`config.mk`:
```
export PLATFORM = sky130hd
export DESIGN_NAME = alu_apb_arbiter
export DESIGN_NICKNAME = d
export VERILOG_FILES = /design/src/rtl/alu_apb_arbiter.sv
export SDC_FILE = /design/constraint.sdc
export NUM_CORES = 1
export LEC_CHECK = 0
export BUFFER_PORTS_ARGS = -buffer_cell sky130_fd_sc_hd__buf_2
export CAP_MARGIN = 20
export CORE_ASPECT_RATIO = 0.75
export CORE_MARGIN = 3
export CORE_UTILIZATION = 46
export CTS_BUF_LIST = sky130_fd_sc_hd__clkbuf_4 sky130_fd_sc_hd__clkbuf_8
export DETAILED_ROUTE_END_ITERATION = 16
export PLACE_DENSITY = 0.9
export SYNTH_ARGS = -nofsm -noshare
export SYNTH_HDL_FRONTEND = slang
export SYNTH_SLANG_ARGS = --single-unit
```
`constraint.sdc`:
```
create_clock -name clk -period 2.28 [get_ports clk]
set_input_delay 0.228 -clock clk [delete_from_list [all_inputs] [get_ports clk]]
set_output_delay 0.228 -clock clk [all_outputs]
set_load 0.03 [all_outputs]
```
`src/rtl/alu_apb_arbiter.sv`:
```
// -----------------------------------------------------------------------------
// alu_apb_arbiter
//
// Two-port APB master sharing the single APB slave port of the ALU register
// block between two requesters. Each requester raises reqN with addrN,
// writeN and wdataN, and holds reqN until doneN pulses. The block arbitrates
// round-robin, drives the APB SETUP/ACCESS sequence and waits on pready. A
// bounded wait counter aborts a hung ACCESS phase and reports err.
//
// Parameters:
//   TIMEOUT  ACCESS-phase cycles without pready before abort (2..255)
//   ADDR_W   APB address width
//   DATA_W   APB data width
//
// Ports:
//   clk, reset_n               clock (rising edge), async active-low reset
//   req0/addr0/write0/wdata0   port 0 request, address, direction, data
//   done0                      port 0 one-cycle completion pulse
//   req1/addr1/write1/wdata1   port 1 request, address, direction, data
//   done1                      port 1 one-cycle completion pulse
//   rdata, err                 read data / timeout flag, valid with a done
//   psel, penable, paddr,
//   pwrite, pwdata             APB master outputs
//   prdata, pready             APB slave responses
//
// All outputs are registered.
// -----------------------------------------------------------------------------
module alu_apb_arbiter #(
  parameter int TIMEOUT = 16,
  parameter int ADDR_W  = 32,
  parameter int DATA_W  = 32
) (
  input  logic              clk,
  input  logic              reset_n,
  // Requester port 0
  input  logic              req0,
  input  logic [ADDR_W-1:0] addr0,
  input  logic              write0,
  input  logic [DATA_W-1:0] wdata0,
  output logic              done0,
  // Requester port 1
  input  logic              req1,
  input  logic [ADDR_W-1:0] addr1,
  input  logic              write1,
  input  logic [DATA_W-1:0] wdata1,
  output logic              done1,
  // Shared completion status
  output logic [DATA_W-1:0] rdata,
  output logic              err,
  // APB master
  output logic              psel,
  output logic              penable,
  output logic [ADDR_W-1:0] paddr,
  output logic              pwrite,
  output logic [DATA_W-1:0] pwdata,
  input  logic [DATA_W-1:0] prdata,
  input  logic              pready
);

  typedef enum logic [1:0] {
    IDLE   = 2'd0,
    SETUP  = 2'd1,
    ACCESS = 2'd2
  } state_t;

  // Counter value on the last permitted ACCESS cycle.
  localparam logic [7:0] WAIT_LAST = 8'(TIMEOUT - 1);

  state_t     state;
  logic       owner;       // port that owns the transfer in flight
  logic       last_grant;  // port served most recently
  logic [7:0] wait_cnt;    // ACCESS cycles elapsed without pready

  logic req0_eff;
  logic req1_eff;
  logic pick1;

  // A port's own done cycle masks its request, so the transfer that just
  // completed is never issued a second time while the requester is still
  // lowering req.
  assign req0_eff = req0 & ~done0;
  assign req1_eff = req1 & ~done1;

  // Port 1 wins when it requests alone, or when both request and port 1 was
  // not the last one served.
  assign pick1 = req1_eff & (~req0_eff | ~last_grant);

  // NOTE: every register here lives in one clocked block with non-blocking
  // assignments and an asynchronous reset branch, so the bus drops
  // immediately on reset_n even in the middle of a transfer.
  always_ff @(posedge clk or negedge reset_n) begin
    if (!reset_n) begin
      state      <= IDLE;
      owner      <= 1'b0;
      last_grant <= 1'b1;
      wait_cnt   <= '0;
      psel       <= 1'b0;
      penable    <= 1'b0;
      paddr      <= '0;
      pwrite     <= 1'b0;
      pwdata     <= '0;
      rdata      <= '0;
      err        <= 1'b0;
      done0      <= 1'b0;
      done1      <= 1'b0;
    end else begin
      // done is a single-cycle pulse; only the completing ACCESS cycle
      // raises it again.
      done0 <= 1'b0;
      done1 <= 1'b0;

      case (state)
        IDLE: begin
          if (req0_eff || req1_eff) begin
            owner   <= pick1;
            paddr   <= pick1 ? addr1  : addr0;
            pwrite  <= pick1 ? write1 : write0;
            pwdata  <= pick1 ? wdata1 : wdata0;
            psel    <= 1'b1;
            penable <= 1'b0;
            state   <= SETUP;
          end
        end

        SETUP: begin
          penable  <= 1'b1;
          wait_cnt <= '0;
          state    <= ACCESS;
        end

        ACCESS: begin
          if (pready || (wait_cnt == WAIT_LAST)) begin
            // Completion and timeout share one exit path; only rdata and
            // err distinguish them.
            rdata      <= (pready && !pwrite) ? prdata : '0;
            err        <= ~pready;
            done0      <= ~owner;
            done1      <= owner;
            last_grant <= owner;
            psel       <= 1'b0;
            penable    <= 1'b0;
            state      <= IDLE;
          end else begin
            wait_cnt <= wait_cnt + 8'd1;
          end
        end

        default: begin
          psel    <= 1'b0;
          penable <= 1'b0;
          state   <= IDLE;
        end
      endcase
    end
  end

endmodule
```
==> metrics.cfg, run 1 <==
[power_and_ir_drop]
intPower_mw = 5.531
p_total_mw = 10.41
sw_frac_of_total_pct = 46.88
pwr-share-comb_pct = 48.1
power.switching_mw = 4.882
power_frac_clock_pct = 18.4
p_leak_nw = 3.479
power_density_nw_per_um2 = 1530
peakVddDrop_mv = 1.062
p_seq_share_pct = 33.6

[floorplan]
die-height_um = 94.60
io_pins = 269
coreArea_sq_um = 9930
rows = 31
dieArea_sq_um = 11740
die_w_um = 124.1
start_util_pct = 48.49

[critical_path]
cp.arrival_ps = 2370
slowest_stage = o21ai_4
cp-end-kind = register
worstPathRequired_ps = 2630
cp_max_fo = 35
path_class = reg2reg
cp_slowest_stage_delay_ps = 690
crit_chain = ha_1 -> nand3_1 -> nor2_4 -> o21ai_4 -> mux2_1
start_kind = register

[synth]
synth_fp_nets = 669
synth.distinct_cells = 35
syn_area_sq_um = 4815
synthMostInstantiatedCell = nand2_1
synth.largest_area_cell = dfrtp_1
synth-async-reset-ratio_pct = 100.0
synth_top_area_share_pct = 58.73
ys.flop_type = dfrtp_1
postSynthCellCount = 501
ys_ff_latch = 114
ys_warn_count = 0
postSynthAreaPerCell_sq_um = 9.610
synth_common_cells = 136 x nand2_1, 113 x dfrtp_1, 70 x nor2_1
synth_area_leaders = dfrtp_1 59%, nand2_1 11%, a31oi_1 8.6%, a22o_1 5.8%, nor2_1 5.5%
yosysSeqAreaShare_pct = 59.28
synth_edf_count = 0

[worst_hold_path]
holdCritPathClass = in2reg

[cts]
cts_root_buffer = clkbuf_8
cts-hold-fix-buffers = 11
cts_tree = yes
insertion_delay_ps = 430
cts.sinks = 114
cts_buffer_depth = 2
cts_setup_buffers = 0
clk_pin_slew_ps = 70
htreeDepth = 4
numCtsBuffers = 17
cts_resized = 0

[finish]
fillers = 779
n_antenna_cell = 0
drive_above_1_share_pct = 40.38
area_growth_pct = 41.32
multi_input_area_sq_um = 1794
register_area_sq_um = 2854
nNetsFinal = 940
design_area_sq_um = 6804

[placed_design]
postPlaceCellArea_sq_um = 6279
place_congestion = 0.8455
io_buffers = 268
hpwl_um = 10370

[sta]
hold_viol = 0
worst_pin_slew_ps = 884.1
rsz0062_at_grt = false
period_share_pct = 88.20
setup_viol = 0
fmax_ghz = 0.4973
timing.hold.ws_ps = 22.71
timing.slew.headroom_pct = 40.84
fin_worst_skew_ps = 16.10
fin_crit_ps = 2011
maxSlewViolCount = 0
fin_tns_setup_ps = 0

[route]
ant_nets = 0
firstDrtPassIters = 4
drc_errors = 0
drt_iter0_drc = 244
num_vias = 4719
routedWlPerCell_um = 15.54
routed_via_density = 5.146
wirelength_um = 14250

[grt]
grt_overflow = 0
grt_pass1_vias = 4681
antenna_found_initial = 1
grt_pass1_wl_um = 22300
track_usage_pct = 24.35
grt_max_degree = 70

[job]
max-cap-violations = 0

[outcome]
status = complete, no violations

[layout by cell type (no fill, tap or decap), types with 2 or more instances in the layout]
cell           count
buf_2            267
nand2_1          135
dfrtp_1          113
nor2_1            70
a31oi_1           66
a22o_1            32
clkbuf_8          17
dlygate4sd3_1     12
nand3_1            6
inv_6              6
buf_4              5
a21oi_1            4
clkinvlp_4         4
buf_12             4
inv_1              3
nand2b_1           3
o21ai_0            3
nor2b_1            2
nand3b_1           2
o211ai_1           2
o31ai_1            2
nor3_1             2
and2_1             2
bufinv_16          2
clkinv_4           2
[worst max-delay path: cells and delay by family (launching register included)]
family | cells | cell delay, ps
AND/OR/NAND/NOR | 2 | 240
adder cells (fa/ha/maj) | 1 | 220
flip-flops | 1 | 410
multiplexers | 1 | 390
AO/OA/AOI/OAI | 1 | 690
[cell type report]
class	count	share of cell area, %
clock inverter	15	2.519
sequential	114	41.95
tap	132	2.427
timing repair buffer	288	23.13
clock buffer	17	3.439
inverter	3	0.1655
multi-input combinational	348	26.37
[cell families after synthesis]
family / count (synthesis) / synth area share, %
XOR/XNOR: 1 / 0.1819
adder cells (fa/ha/maj): 1 / 0.2598
AO/OA/AOI/OAI: 114 / 16.74
flip-flops: 114 / 59.28
multiplexers: 2 / 0.4418
buffers and inverters: 39 / 3.794
AND/OR/NAND/NOR: 230 / 19.31
[sequential cells by signal (all words and copies together) (netlist names)]
register / cells
state: 2
wait_cnt: 8
rdata: 32
pwdata: 32
penable: 1
done1: 1
err: 1
owner: 1
pwrite: 1
paddr: 32
done0: 1
psel: 1
last_grant: 1
[through the flow]
| step | worst slack, ps | utilization, % | cells |
|---|---|---|---|
| floorplan | 638.2 | - | 501 |
| global placement | 330.5 | 63.23 | 873 |
| detailed placement | 269.7 | 63.23 | 873 |
| CTS | 264.7 | 68.42 | 916 |
| global route | 102.9 | 68.52 | 917 |
| finish | 269.0 | 68.52 | 917 |
[layer usage]
| layer | share of wire (%) | global-route usage [%] | wire length (um) |
|---|---|---|---|
| met2 | 53 | 43.66 | 7517 |
| met3 | 8.0 | 8.263 | 1133 |
| met1 | 38 | 27.59 | 5404 |
| met5 | 0.091 | 0 | 13 |
| met4 | 1.3 | 7.110 | 183 |
[path summary, 6_finish.rpt]
kind	startpoint	end	slack, ps	depth (start not counted)
min in group asynchronous	reset_n	pwdata[3]	170	2
worst max register to register	wait_cnt[0]	last_grant	270	5
worst max-delay path	wait_cnt[0]	last_grant	270	5
max in group asynchronous	reset_n	last_grant	1530	3
worst min-delay path	prdata[20]	rdata[20]	20	2
worst min register to register	owner	done0	460	1
[power groups by stage]
stage,clock network (mW),logic (mW),registers [mW]
2_1_floorplan,0,1.73,5.21
3_3_place_gp,0,4.86,3.46
3_5_place_dp,0,5.01,3.52
4_1_cts,1.97,5.04,3.50
5_1_grt,2.06,5.41,3.61
6_report,1.91,5.01,3.50
Note: power is estimated with default switching activity, not from simulation.
==> run 2: changes to the inputs <==
Settings changed: CORE_ASPECT_RATIO 0.75 to 1.75, SLEW_MARGIN set to 40.
==> run 2 against run 1 <==
Net effect: sequential power fell by 1%; wire length rose by 0.74%; hold slack improved by 11 ps; sequential cell count did not move; fmax rose by 8.3%; final area fell by 1.1%; highest routed layer is now met4; clock-buffer cell count rose by 1; critical path depth did not move.
==> metrics.cfg, run 2 (synthesis gave the netlist of run 1 again) <==
[outcome]
status = complete, no violations

[placed_design]
io_buffers = 268  ; unchanged
numPlacedInstances = 868  ; -0.57%
place_congestion = 0.8197  ; -3.1%
hpwl_um = 10950  ; +5.5%

[route]
ant_nets = 0  ; unchanged
routedWlPerCell_um = 15.92  ; +2.4%
drt_iter0_drc = 242  ; -0.82%
drc_errors = 0  ; unchanged
routed_via_density = 5.180  ; +0.65%
firstDrtPassIters = 4  ; unchanged
wirelength_um = 14360  ; +0.74%
num_vias = 4672  ; -1.0%

[critical_path]
cp-end-kind = register
worstPathRequired_ps = 2610  ; -20 ps
r2r-start = done1
cp_slowest_stage_delay_ps = 490  ; -200 ps
cp_max_fo = 27  ; -23%
start_kind = register
cp.arrival_ps = 2180  ; -190 ps
crit_chain = nor2b_1 -> and2_2 -> buf_12 -> nand2_1 -> a31oi_1
path_class = reg2reg
r2r_slack_ps = 420  ; +150 ps
crit_start = done1
critical_path.endpoint = paddr[20]
reg2reg_to = paddr[20]
r2r.worst_path.cells = 5  ; unchanged
slowest_stage = and2_2

[cts]
cts_resized = 0  ; unchanged
cts.sinks = 114  ; unchanged
htreeDepth = 4  ; unchanged
cts_tree = yes
clk_pin_slew_ps = 70  ; about the same
insertion_delay_ps = 410  ; -20 ps
cts_buffer_depth = 2  ; unchanged
cts_root_buffer = clkbuf_8
numCtsBuffers = 17  ; unchanged

[floorplan]
dieArea_sq_um = 11780  ; +0.30%
io_pins = 269  ; unchanged
die-height_um = 141.3  ; +49%
coreArea_sq_um = 10030  ; +1.0%
start_util_pct = 48.00  ; -0.48 points
die_w_um = 83.34  ; -33%
rows = 48  ; +55%

[finish]
fillers = 808  ; +3.7%
final_common_cell = buf_2
reg.largest.list = paddr: 32 flops, pwdata: 32 flops, rdata: 32 flops
n_antenna_cell = 0  ; unchanged
nNetsFinal = 933  ; -0.74%
fin_cells = 902  ; -1.6%
drive_above_1_share_pct = 41.06  ; +0.67 points
fin_util_pct = 67.09  ; -1.4 points
area_growth_pct = 39.76
final_cell_mix = 267 x buf_2, 135 x nand2_1, 113 x dfrtp_1

[grt]
grt_pass1_wl_um = 22650  ; +1.5%
grt_max_degree = 72  ; +2.9%
track_usage_pct = 24.32  ; about the same
grt_overflow = 0  ; unchanged
grt_pass1_vias = 4543  ; -2.9%
antenna_found_initial = 0  ; -1

[sta]
hold_viol = 0  ; unchanged
fin_worst_skew_ps = 10.18  ; -5.919 ps
period_share_pct = 81.44  ; -6.8 points
timing.slew.headroom_pct = 68.40  ; +28 points
rsz0062_at_grt = false
maxSlewViolCount = 0  ; unchanged
worst_pin_slew_ps = 472.3  ; -411.8 ps
fin_crit_ps = 1857  ; -154.2 ps
fin_tns_setup_ps = 0  ; unchanged
setup_viol = 0  ; unchanged
fmax_ghz = 0.5386  ; +8.3%

[power_and_ir_drop]
peakVddDrop_mv = 0.8976  ; -15%
power_density_nw_per_um2 = 1551  ; +1.3%
p_leak_nw = 3.459  ; -0.58%

[job]
max-cap-violations = 0  ; unchanged

[worst_hold_path]
holdCritPathClass = in2reg

run 2: cell types whose count changed in the layout (fill, tap and decap cells not counted), sizes merged:
| cell | before | now |
|---|---|---|
| dlygate4sd3 | 12 | 2 |
| buf | 276 | 279 |
| bufinv | 2 | 3 |
| inv | 10 | 4 |
| clkinv | 2 | 5 |
| clkbuf | 17 | 18 |
run 2: power by group:
group | leakage (nW) | internal (mW) | switching, mW | total [mW]
clock network | 0.197 | 1.10 | 0.816 | 1.92
registers | 1.37 | 2.96 | 0.488 | 3.45
logic | 1.89 | 1.59 | 3.48 | 5.07
total | 3.46 | 5.66 | 4.78 | 10.4
run 2: worst min-delay path by stage:
stage	start	to	slack (ps)	depth (start not counted)
detailed placement	reset_n	rdata[27]	200	1
CTS	prdata[13]	rdata[13]	4	2
global placement	reset_n	rdata[2]	200	1
global route	prdata[31]	rdata[31]	1	2
finish	prdata[16]	rdata[16]	30	2
floorplan	reset_n	done0	-70	0
run 2: layer usage:
layer,track usage [%],share of wire (%),vias to the layer above
li1,-,-,2255
met1,27.06,36,2167
met2,43.27,53,216
met3,6.740,7.3,34
met4,10.51,3.1,0
met5,0,0,-
run 2: timing repair:
item                                   4_1_cts  5_1_grt
hold buffers                                 1        1
setup buffers                                0        0
endpoints found under the hold margin       30        1
run 2: area by class of cell:
type                            count  area [sq um]  share of cell area [%]
Sequential cell                   114          2854                   42.41
Multi-Input combinational cell    348          1794                   26.66
Timing Repair Buffer              281          1504                   22.35
Clock buffer                       18         247.7                   3.682
Clock inverter                     13         161.4                   2.399
Tap cell                          125         156.4                   2.324
Inverter                            3         11.26                  0.1673
run 2: per-stage QoR:
step | hold WS (ps) | cell area [sq um] | total power, mW | worst slack [ps]
detailed placement | 197.5 | 6285 | 8.565 | 256.8
global route | 1.420 | 6729 | 11.09 | 264.9
finish | 33.37 | 6729 | 10.44 | 423.2
CTS | 4.394 | 6704 | 10.51 | 249.6
global placement | 195.2 | 6285 | 8.403 | 335.0
floorplan | -67.59 | 4815 | 6.946 | 638.2
run 2: worst max-delay path, delay by kind of cell, from the launching register on:
| kind | cells | cell delay [ps] |
|---|---|---|
| AND/OR/NAND/NOR | 3 | 920 |
| flip-flops | 1 | 410 |
| buffers and inverters | 1 | 240 |
| AO/OA/AOI/OAI | 1 | 180 |
